### src/rtl/light_phase_sequencer_pkg.sv
// light_seq_pkg: phase states, lamp encodings and mode bit indices shared by the light sequencer
package light_seq_pkg;
  typedef enum logic [2:0] {NS_GREEN, NS_YELLOW, ALLRED_A, EW_GREEN, EW_YELLOW, ALLRED_B, WALK, EMERG} state_t;
  localparam logic [2:0] LAMP_R = 3'b100;
  localparam logic [2:0] LAMP_Y = 3'b010;
  localparam logic [2:0] LAMP_G = 3'b001;
  localparam int MODE_EMERG = 3;
  localparam int MODE_PED = 2;
  localparam int MODE_NIGHT = 1;
  localparam int MODE_DAY = 0;
  function automatic logic [2:0] lamp(state_t s, logic ns);
    return ns ? (s == NS_GREEN ? LAMP_G : s == NS_YELLOW ? LAMP_Y : LAMP_R)
              : (s == EW_GREEN ? LAMP_G : s == EW_YELLOW ? LAMP_Y : LAMP_R);
  endfunction
endpackage

### src/rtl/light_phase_sequencer_if.sv
// light_phase_sequencer_if: mode handshake and lamp outputs between mode arbiter and sequencer
interface light_phase_sequencer_if #(parameter int TIMER_W = 8);
  logic [3:0] mode_onehot;
  logic mode_valid;
  logic mode_ready;
  logic [2:0] ns_light;
  logic [2:0] ew_light;
  logic walk;
  logic [TIMER_W-1:0] timer_out;
  logic err_onehot;
  modport master (output mode_onehot, mode_valid, input mode_ready, ns_light, ew_light, walk, timer_out, err_onehot);
  modport slave (input mode_onehot, mode_valid, output mode_ready, ns_light, ew_light, walk, timer_out, err_onehot);
endinterface

### src/rtl/light_phase_sequencer_phase_timer.sv
// phase_timer: loadable down-counter that holds at zero and flags it
module phase_timer #(
  parameter int W = 8,
  parameter logic [W-1:0] RST_VAL = '0
) (
  input  logic clk,
  input  logic rst,
  input  logic load,
  input  logic [W-1:0] load_val,
  output logic [W-1:0] count,
  output logic zero
);
  logic [W-1:0] cnt_q, cnt_d;
  assign zero = cnt_q == '0;
  assign count = cnt_q;
  always_comb cnt_d = load ? load_val : zero ? cnt_q : cnt_q - W'(1);
  always_ff @(posedge clk or posedge rst)
    if (rst) cnt_q <= RST_VAL;
    else cnt_q <= cnt_d;
endmodule

### src/rtl/light_phase_sequencer.sv
// light_phase_sequencer: intersection phase FSM with boundary mode handshake and emergency pre-emption; LIGHT_SEQ_ONEHOT_CHECK_EN rejects non-one-hot words
module light_phase_sequencer
  import light_seq_pkg::*;
#(
  parameter int TIMER_W = 8,
  parameter int GREEN_DAY = 30,
  parameter int GREEN_NIGHT = 15,
  parameter int YELLOW_T = 4,
  parameter int ALLRED_T = 2,
  parameter int WALK_T = 10,
  parameter int EMERG_T = 20
) (
  input logic clk,
  input logic rst,
  light_phase_sequencer_if.slave bus
);
  localparam logic [TIMER_W-1:0] T_GD = TIMER_W'(GREEN_DAY - 1);
  localparam logic [TIMER_W-1:0] T_GN = TIMER_W'(GREEN_NIGHT - 1);
  localparam logic [TIMER_W-1:0] T_Y = TIMER_W'(YELLOW_T - 1);
  localparam logic [TIMER_W-1:0] T_AR = TIMER_W'(ALLRED_T - 1);
  localparam logic [TIMER_W-1:0] T_W = TIMER_W'(WALK_T - 1);
  localparam logic [TIMER_W-1:0] T_E = TIMER_W'(EMERG_T - 1);
  state_t state_q, state_d;
  logic night_q, night_d, next_ew_q, next_ew_d, pend_q, pend_d;
  logic err_q, err_d, walk_q, walk_d;
  logic [2:0] ns_q, ns_d, ew_q, ew_d;
  logic [TIMER_W-1:0] load_val, tmr;
  logic zero, load, in_green, boundary, xfer, pre_xfer, legal;
  logic [3:0] w;
  assign in_green = state_q == NS_GREEN || state_q == EW_GREEN;
  assign boundary = (state_q == ALLRED_A || state_q == ALLRED_B) && zero && !pend_q;
  assign bus.mode_ready = !rst && (boundary || (in_green && bus.mode_onehot == 4'b1000));
  assign xfer = bus.mode_valid && bus.mode_ready;
  assign pre_xfer = xfer && in_green;
  assign load = zero || pre_xfer;
`ifdef LIGHT_SEQ_ONEHOT_CHECK_EN
  assign legal = $onehot(bus.mode_onehot);
  assign w = legal ? bus.mode_onehot : 4'b0000;
`else
  assign legal = 1'b1;
  assign w = bus.mode_onehot;
`endif
  always_comb begin
    state_d = state_q;
    night_d = night_q;
    next_ew_d = next_ew_q;
    pend_d = pend_q;
    if (pre_xfer) begin
      state_d = state_q == NS_GREEN ? NS_YELLOW : EW_YELLOW;
      pend_d = 1'b1;
    end else if (zero) begin
      case (state_q)
        NS_GREEN: state_d = NS_YELLOW;
        NS_YELLOW: begin
          state_d = ALLRED_A;
          next_ew_d = 1'b1;
        end
        EW_GREEN: state_d = EW_YELLOW;
        EW_YELLOW: begin
          state_d = ALLRED_B;
          next_ew_d = 1'b0;
        end
        ALLRED_A, ALLRED_B: begin
          if (pend_q || (xfer && w[MODE_EMERG])) state_d = EMERG;
          else if (xfer && w[MODE_PED]) state_d = WALK;
          else state_d = next_ew_q ? EW_GREEN : NS_GREEN;
          // night outranks day when both are set; pedestrian/emergency leave the latch alone
          if (xfer && w[3:2] == 2'b00 && (w[MODE_NIGHT] || w[MODE_DAY])) night_d = w[MODE_NIGHT];
          pend_d = 1'b0;
        end
        default: state_d = next_ew_q ? EW_GREEN : NS_GREEN;
      endcase
    end
    case (state_d)
      NS_GREEN, EW_GREEN: load_val = night_d ? T_GN : T_GD;
      NS_YELLOW, EW_YELLOW: load_val = T_Y;
      ALLRED_A, ALLRED_B: load_val = T_AR;
      WALK: load_val = T_W;
      default: load_val = T_E;
    endcase
    ns_d = lamp(state_d, 1'b1);
    ew_d = lamp(state_d, 1'b0);
    walk_d = state_d == WALK;
    err_d = xfer && !legal;
  end
  phase_timer #(.W(TIMER_W), .RST_VAL(T_AR)) u_timer (
    .clk(clk),
    .rst(rst),
    .load(load),
    .load_val(load_val),
    .count(tmr),
    .zero(zero)
  );
  always_ff @(posedge clk or posedge rst)
    if (rst) begin
      state_q <= ALLRED_B;
      night_q <= 1'b0;
      next_ew_q <= 1'b0;
      pend_q <= 1'b0;
      err_q <= 1'b0;
      walk_q <= 1'b0;
      ns_q <= LAMP_R;
      ew_q <= LAMP_R;
    end else begin
      state_q <= state_d;
      night_q <= night_d;
      next_ew_q <= next_ew_d;
      pend_q <= pend_d;
      err_q <= err_d;
      walk_q <= walk_d;
      ns_q <= ns_d;
      ew_q <= ew_d;
    end
  assign bus.ns_light = ns_q;
  assign bus.ew_light = ew_q;
  assign bus.walk = walk_q;
  assign bus.timer_out = tmr;
  assign bus.err_onehot = err_q;
endmodule

### src/flat_wrapper.sv
// flat-port wrapper written by rule: the top's interface ports become plain ports
module light_phase_sequencer_flat import light_seq_pkg::*;
#(
  parameter int TIMER_W = 8,
  parameter int GREEN_DAY = 30,
  parameter int GREEN_NIGHT = 15,
  parameter int YELLOW_T = 4,
  parameter int ALLRED_T = 2,
  parameter int WALK_T = 10,
  parameter int EMERG_T = 20
)
  (clk, rst, bus_mode_onehot, bus_mode_valid, bus_mode_ready, bus_ns_light, bus_ew_light, bus_walk, bus_timer_out, bus_err_onehot);
  light_phase_sequencer_if #(.TIMER_W(TIMER_W)) bus_i ();
  input logic clk;
  input logic rst;
  input wire logic [$bits(bus_i.mode_onehot)-1:0] bus_mode_onehot;
  input wire logic [$bits(bus_i.mode_valid)-1:0] bus_mode_valid;
  output wire logic [$bits(bus_i.mode_ready)-1:0] bus_mode_ready;
  output wire logic [$bits(bus_i.ns_light)-1:0] bus_ns_light;
  output wire logic [$bits(bus_i.ew_light)-1:0] bus_ew_light;
  output wire logic [$bits(bus_i.walk)-1:0] bus_walk;
  output wire logic [$bits(bus_i.timer_out)-1:0] bus_timer_out;
  output wire logic [$bits(bus_i.err_onehot)-1:0] bus_err_onehot;
  assign bus_i.mode_onehot = bus_mode_onehot;
  assign bus_i.mode_valid = bus_mode_valid;
  assign bus_mode_ready = bus_i.mode_ready;
  assign bus_ns_light = bus_i.ns_light;
  assign bus_ew_light = bus_i.ew_light;
  assign bus_walk = bus_i.walk;
  assign bus_timer_out = bus_i.timer_out;
  assign bus_err_onehot = bus_i.err_onehot;
  light_phase_sequencer #(.TIMER_W(TIMER_W), .GREEN_DAY(GREEN_DAY), .GREEN_NIGHT(GREEN_NIGHT), .YELLOW_T(YELLOW_T), .ALLRED_T(ALLRED_T), .WALK_T(WALK_T), .EMERG_T(EMERG_T)) u_core (.clk(clk), .rst(rst), .bus(bus_i));
endmodule
### config.mk
export PLATFORM = sky130hd
export DESIGN_NAME = light_phase_sequencer_flat
export DESIGN_NICKNAME = d
export VERILOG_FILES = /design/src/rtl/light_phase_sequencer_pkg.sv /design/src/rtl/light_phase_sequencer_if.sv /design/src/rtl/light_phase_sequencer_phase_timer.sv /design/src/rtl/light_phase_sequencer.sv /design/src/flat_wrapper.sv
export SDC_FILE = /design/constraint.sdc
export NUM_CORES = 1
export LEC_CHECK = 0
export CAP_MARGIN = 30
export CORE_ASPECT_RATIO = 0.75
export CORE_UTILIZATION = 24
export DETAILED_ROUTE_END_ITERATION = 10
export GPL_TIMING_DRIVEN = 1
export PLACE_DENSITY_LB_ADDON = 0.05
export SETUP_SLACK_MARGIN = 0.2
export SLEW_MARGIN = 20
export SYNTH_ARGS = -nofsm -noshare
export SYNTH_HDL_FRONTEND = slang
export SYNTH_SLANG_ARGS = --single-unit
export TNS_END_PERCENT = 1
### constraint.sdc
create_clock -name clk -period 2.6 [get_ports clk]
set_clock_uncertainty 0.05 [all_clocks]
set_input_delay 0.52 -clock clk [delete_from_list [all_inputs] [get_ports clk]]
set_output_delay 0.52 -clock clk [all_outputs]
set_load 0.01 [all_outputs]
==> summary.txt <==
Status
  – Status: finished, violations left
  – Failing checks: setup timing

Power and ir drop
  – Design Power: 1710 uW
  – Worst vdd ir: 0.000334 V
  – PD cells: 822 nW/um^2
  – LEAKAGE: 0.000910 uW

STA
  – Fmax: 366 MHz
  – Pins Over Slew Limit: 0
  – Setup TNS: -0.348 ns
  – RSZ-0062 raised after global routing: true
  – Setup violators final: 5
  – Crit path time final: 2.73 ns
  – Final Cycle Share: 105%
  – Hold Slack: 0.586 ns
  – Endpoints failing hold: 0
  – Post-route setup slack: -0.134 ns

Final layout
  – Fillers: 503
  – Reg area: 532 um^2
  – Layout cells sized above 1: 41.6%
  – Fin area: 2080 um^2
  – ANT cells: 0
  – Multi-input logic area: 756 um^2
  – Area delta synth->final: 63.7%
  – Nets: 224

Synth
  – Net Count, Synth: 151
  – Most used DFF post-synth: dfrtp_1
  – Cell Area, Synth: 1270 um^2
  – Synthesis warning total: 0
  – Mux cell area share after synthesis: 0.787%
  – EDFF count, synth: 0
  – Synthesized area per cell: 8.95 um^2
  – Post-synthesis compound-gate area fraction: 18.8%
  – Sequential share of the synthesized area: 41.8%
  – Synth Area in XOR/XNOR: 4.82%
  – Main combinational cell family by area after synthesis: simple AND/OR/NAND/NOR gates
  – Synth unique cells: 48
  – Async SR Flop Fraction: 100%
  – Cell count after synthesis: 142
  – Area share of and/or/nand/nor cells after synthesis: 25.5%
  – Area share of fa/ha/maj cells after synthesis: 2.85%
  – #FFs+latches synth: 21

Clock tree
  – H-tree Lvls: 1
  – Total CTS buffers: 3
  – Clk_lat worst skew: 0.27 ns
  – Clock transition at path regs: 0.08 ns
  – CTS Buffer Depth: 2
  – CTS sink cnt: 21
  – Clock tree root driver cell: clkbuf_8
  – CTS tree: built
  – CTS Hold Bufs: 0

Die
  – Die height: 65.0 um
  – Die area: 5590 um^2
  – Initial Util: 25.5%
  – Chip Width: 86.0 um
  – Core Area: 4980 um^2
  – Num ports: 24
  – FP Rows: 22

Worst setup path
  – Crit path arrival time: 2.85 ns
  – Setup crit start kind: primary input
  – Crit path kind: primary input to flop
  – CP Max Fanout: 4
  – Worst EP required: 2.71 ns
  – Critical Path End Type: flop

Global routing
  – Busiest grt layer: met2
  – Number of global-route vias before repair: 1310
  – Initial antenna violation count: 0
  – Met2 usage: 21.8%
  – Pin count of the biggest net entering global routing: 22
  – GRT Util Overall: 14.8%
  – Met1 global-route usage: 21.3%
  – First-pass GRT wire length: 6.40 mm
  – Met3 GRT Util: 4.46%
  – Total gr overflow: 0

Drt
  – Vias: 1310
  – Detailed router's first-iteration violation count: 66
  – Via density: 4.58
  – DRT antenna net count: 0
  – # DRC: 0
  – Drt total wl: 3.71 mm
  – Average wire per standard cell: 13.0 um
  – DR pass1 iterations: 4

Placement
  – Cell Area, Placed: 1940 um^2
  – Routability Congestion: 0.826
  – IO buf count: 22
  – Post-DP HPWL: 2.85 mm
  – Worst slack, placed: -0.769 ns

Flow run
  – Max cap viols: 0

Worst hold path
  – Hold WC Path Type: flop to flop
synth_stat cells, types with 2 or more instances:
cell type	number	area, um^2
a21oi_1	6	30.0
nand3_1	3	15.0
xor2_1	7	61.3
dfrtp_1	16	400
nor3b_1	3	22.5
a21o_1	2	15.0
inv_1	9	33.8
or2_2	2	12.5
nor3_1	3	15.0
o21a_1	2	15.0
or3_1	3	18.8
clkbuf_1	5	18.8
nand2_1	11	41.3
dfstp_2	5	131
and3b_1	2	17.5
a31oi_1	3	18.8
o21ai_0	4	20.0
o2111ai_1	4	35.0
nor2_1	17	63.8
and2_1	3	18.8
ha_1	2	25.0
nor2b_1	4	25.0
routing by layer:
layer / wire length, um / part of all wire [%] / up-vias
met5: 0 / 0 / -
met4: 23 / 0.62 / 0
met3: 192 / 5.2 / 7
met2: 1560 / 42 / 36
met1: 1930 / 52 / 623
li1: - / - / 644
final cells by class:
type	count	share of cell area [%]
Clock buffer	3	1.98
Clock inverter	1	0.241
Inverter	9	1.62
Multi-Input combinational cell	105	36.3
Sequential cell	21	25.6
Tap cell	72	4.33
Timing Repair Buffer	75	29.9
cell families after synthesis:
kind of cell | after synthesis
XOR/XNOR | 7
other | 1
flip-flops | 21
multiplexers | 1
AND/OR/NAND/NOR | 59
AO/OA/AOI/OAI | 34
buffers and inverters | 16
adder cells (fa/ha/maj) | 3
layout by cell type, fill, tap and decap left out, types with 2 or more instances in the layout:
cell type and n:
buf_4 50, nor2_1 17, clkdlybuf4s50_1 17, dfrtp_1 16
nand2_1 11, inv_1 8, xor2_1 7, a21oi_1 6
buf_6 5, dfstp_2 5, nor2b_1 4, o2111ai_1 4
or3_4 3, a31oi_1 3, nand3_1 3, o21ai_0 3
clkbuf_8 3, or2_2 2, and2_4 2, nor3b_1 2
o21a_1 2, a21o_1 2, o21ai_1 2, buf_2 2
state kept, by name, indices dropped and copies added (netlist names):
| name | count |
|---|---|
| u_core.bus.ew_light | 3 |
| u_core.bus.ns_light | 3 |
| u_core.u_timer.count | 8 |
| u_core.bus.walk | 1 |
| u_core.night_q | 1 |
| u_core.next_ew_q | 1 |
| u_core.pend_q | 1 |
| u_core.state_q | 3 |
repair_timing:
action | 4_1_cts | 5_1_grt
setup buffers | 2 | 2
gates resized for setup | 26 | 16
pin swaps | 6 | 8
endpoints found under the setup margin | 17 | 15
worst max-delay path, cell delays in order:
cell	delay, ns
buf_6	0.09
or4b_4	0.54
buf_6	0.13
or3_4	0.36
a2111oi_4	0.33
mux2i_1	0.28
nand2_1	0.08
maj3_2	0.29
a31o_1	0.21
final timing paths:
path	from	to	slack [ns]	depth (start not counted)
setup / recovery	bus_mode_onehot[1]	u_core.u_timer.count[1]	-0.13	9
hold / removal	u_core.next_ew_q	u_core.next_ew_q	0.59	2
setup reg to reg	u_core.u_timer.count[0]	u_core.u_timer.count[1]	-0.05	11
hold reg to reg	u_core.next_ew_q	u_core.next_ew_q	0.59	2
max in group asynchronous	rst	u_core.bus.ew_light[2]	1.53	4
min in group asynchronous	rst	u_core.next_ew_q	0.69	4
power by group:
part | internal, uW | switching [uW] | total, uW
logic | 537 | 458 | 996
clock network | 107 | 114 | 221
registers | 416 | 77.7 | 494
total | 1060 | 650 | 1710
stage by stage:
step / instances / utilization (%)
after floorplan: 142 / -
after global routing: 286 / 41.8
after CTS: 284 / 40.4
after detailed placement: 278 / 39.0
after global placement: 278 / 39.0
final: 286 / 41.8
Power figures use the tool's default switching activity.
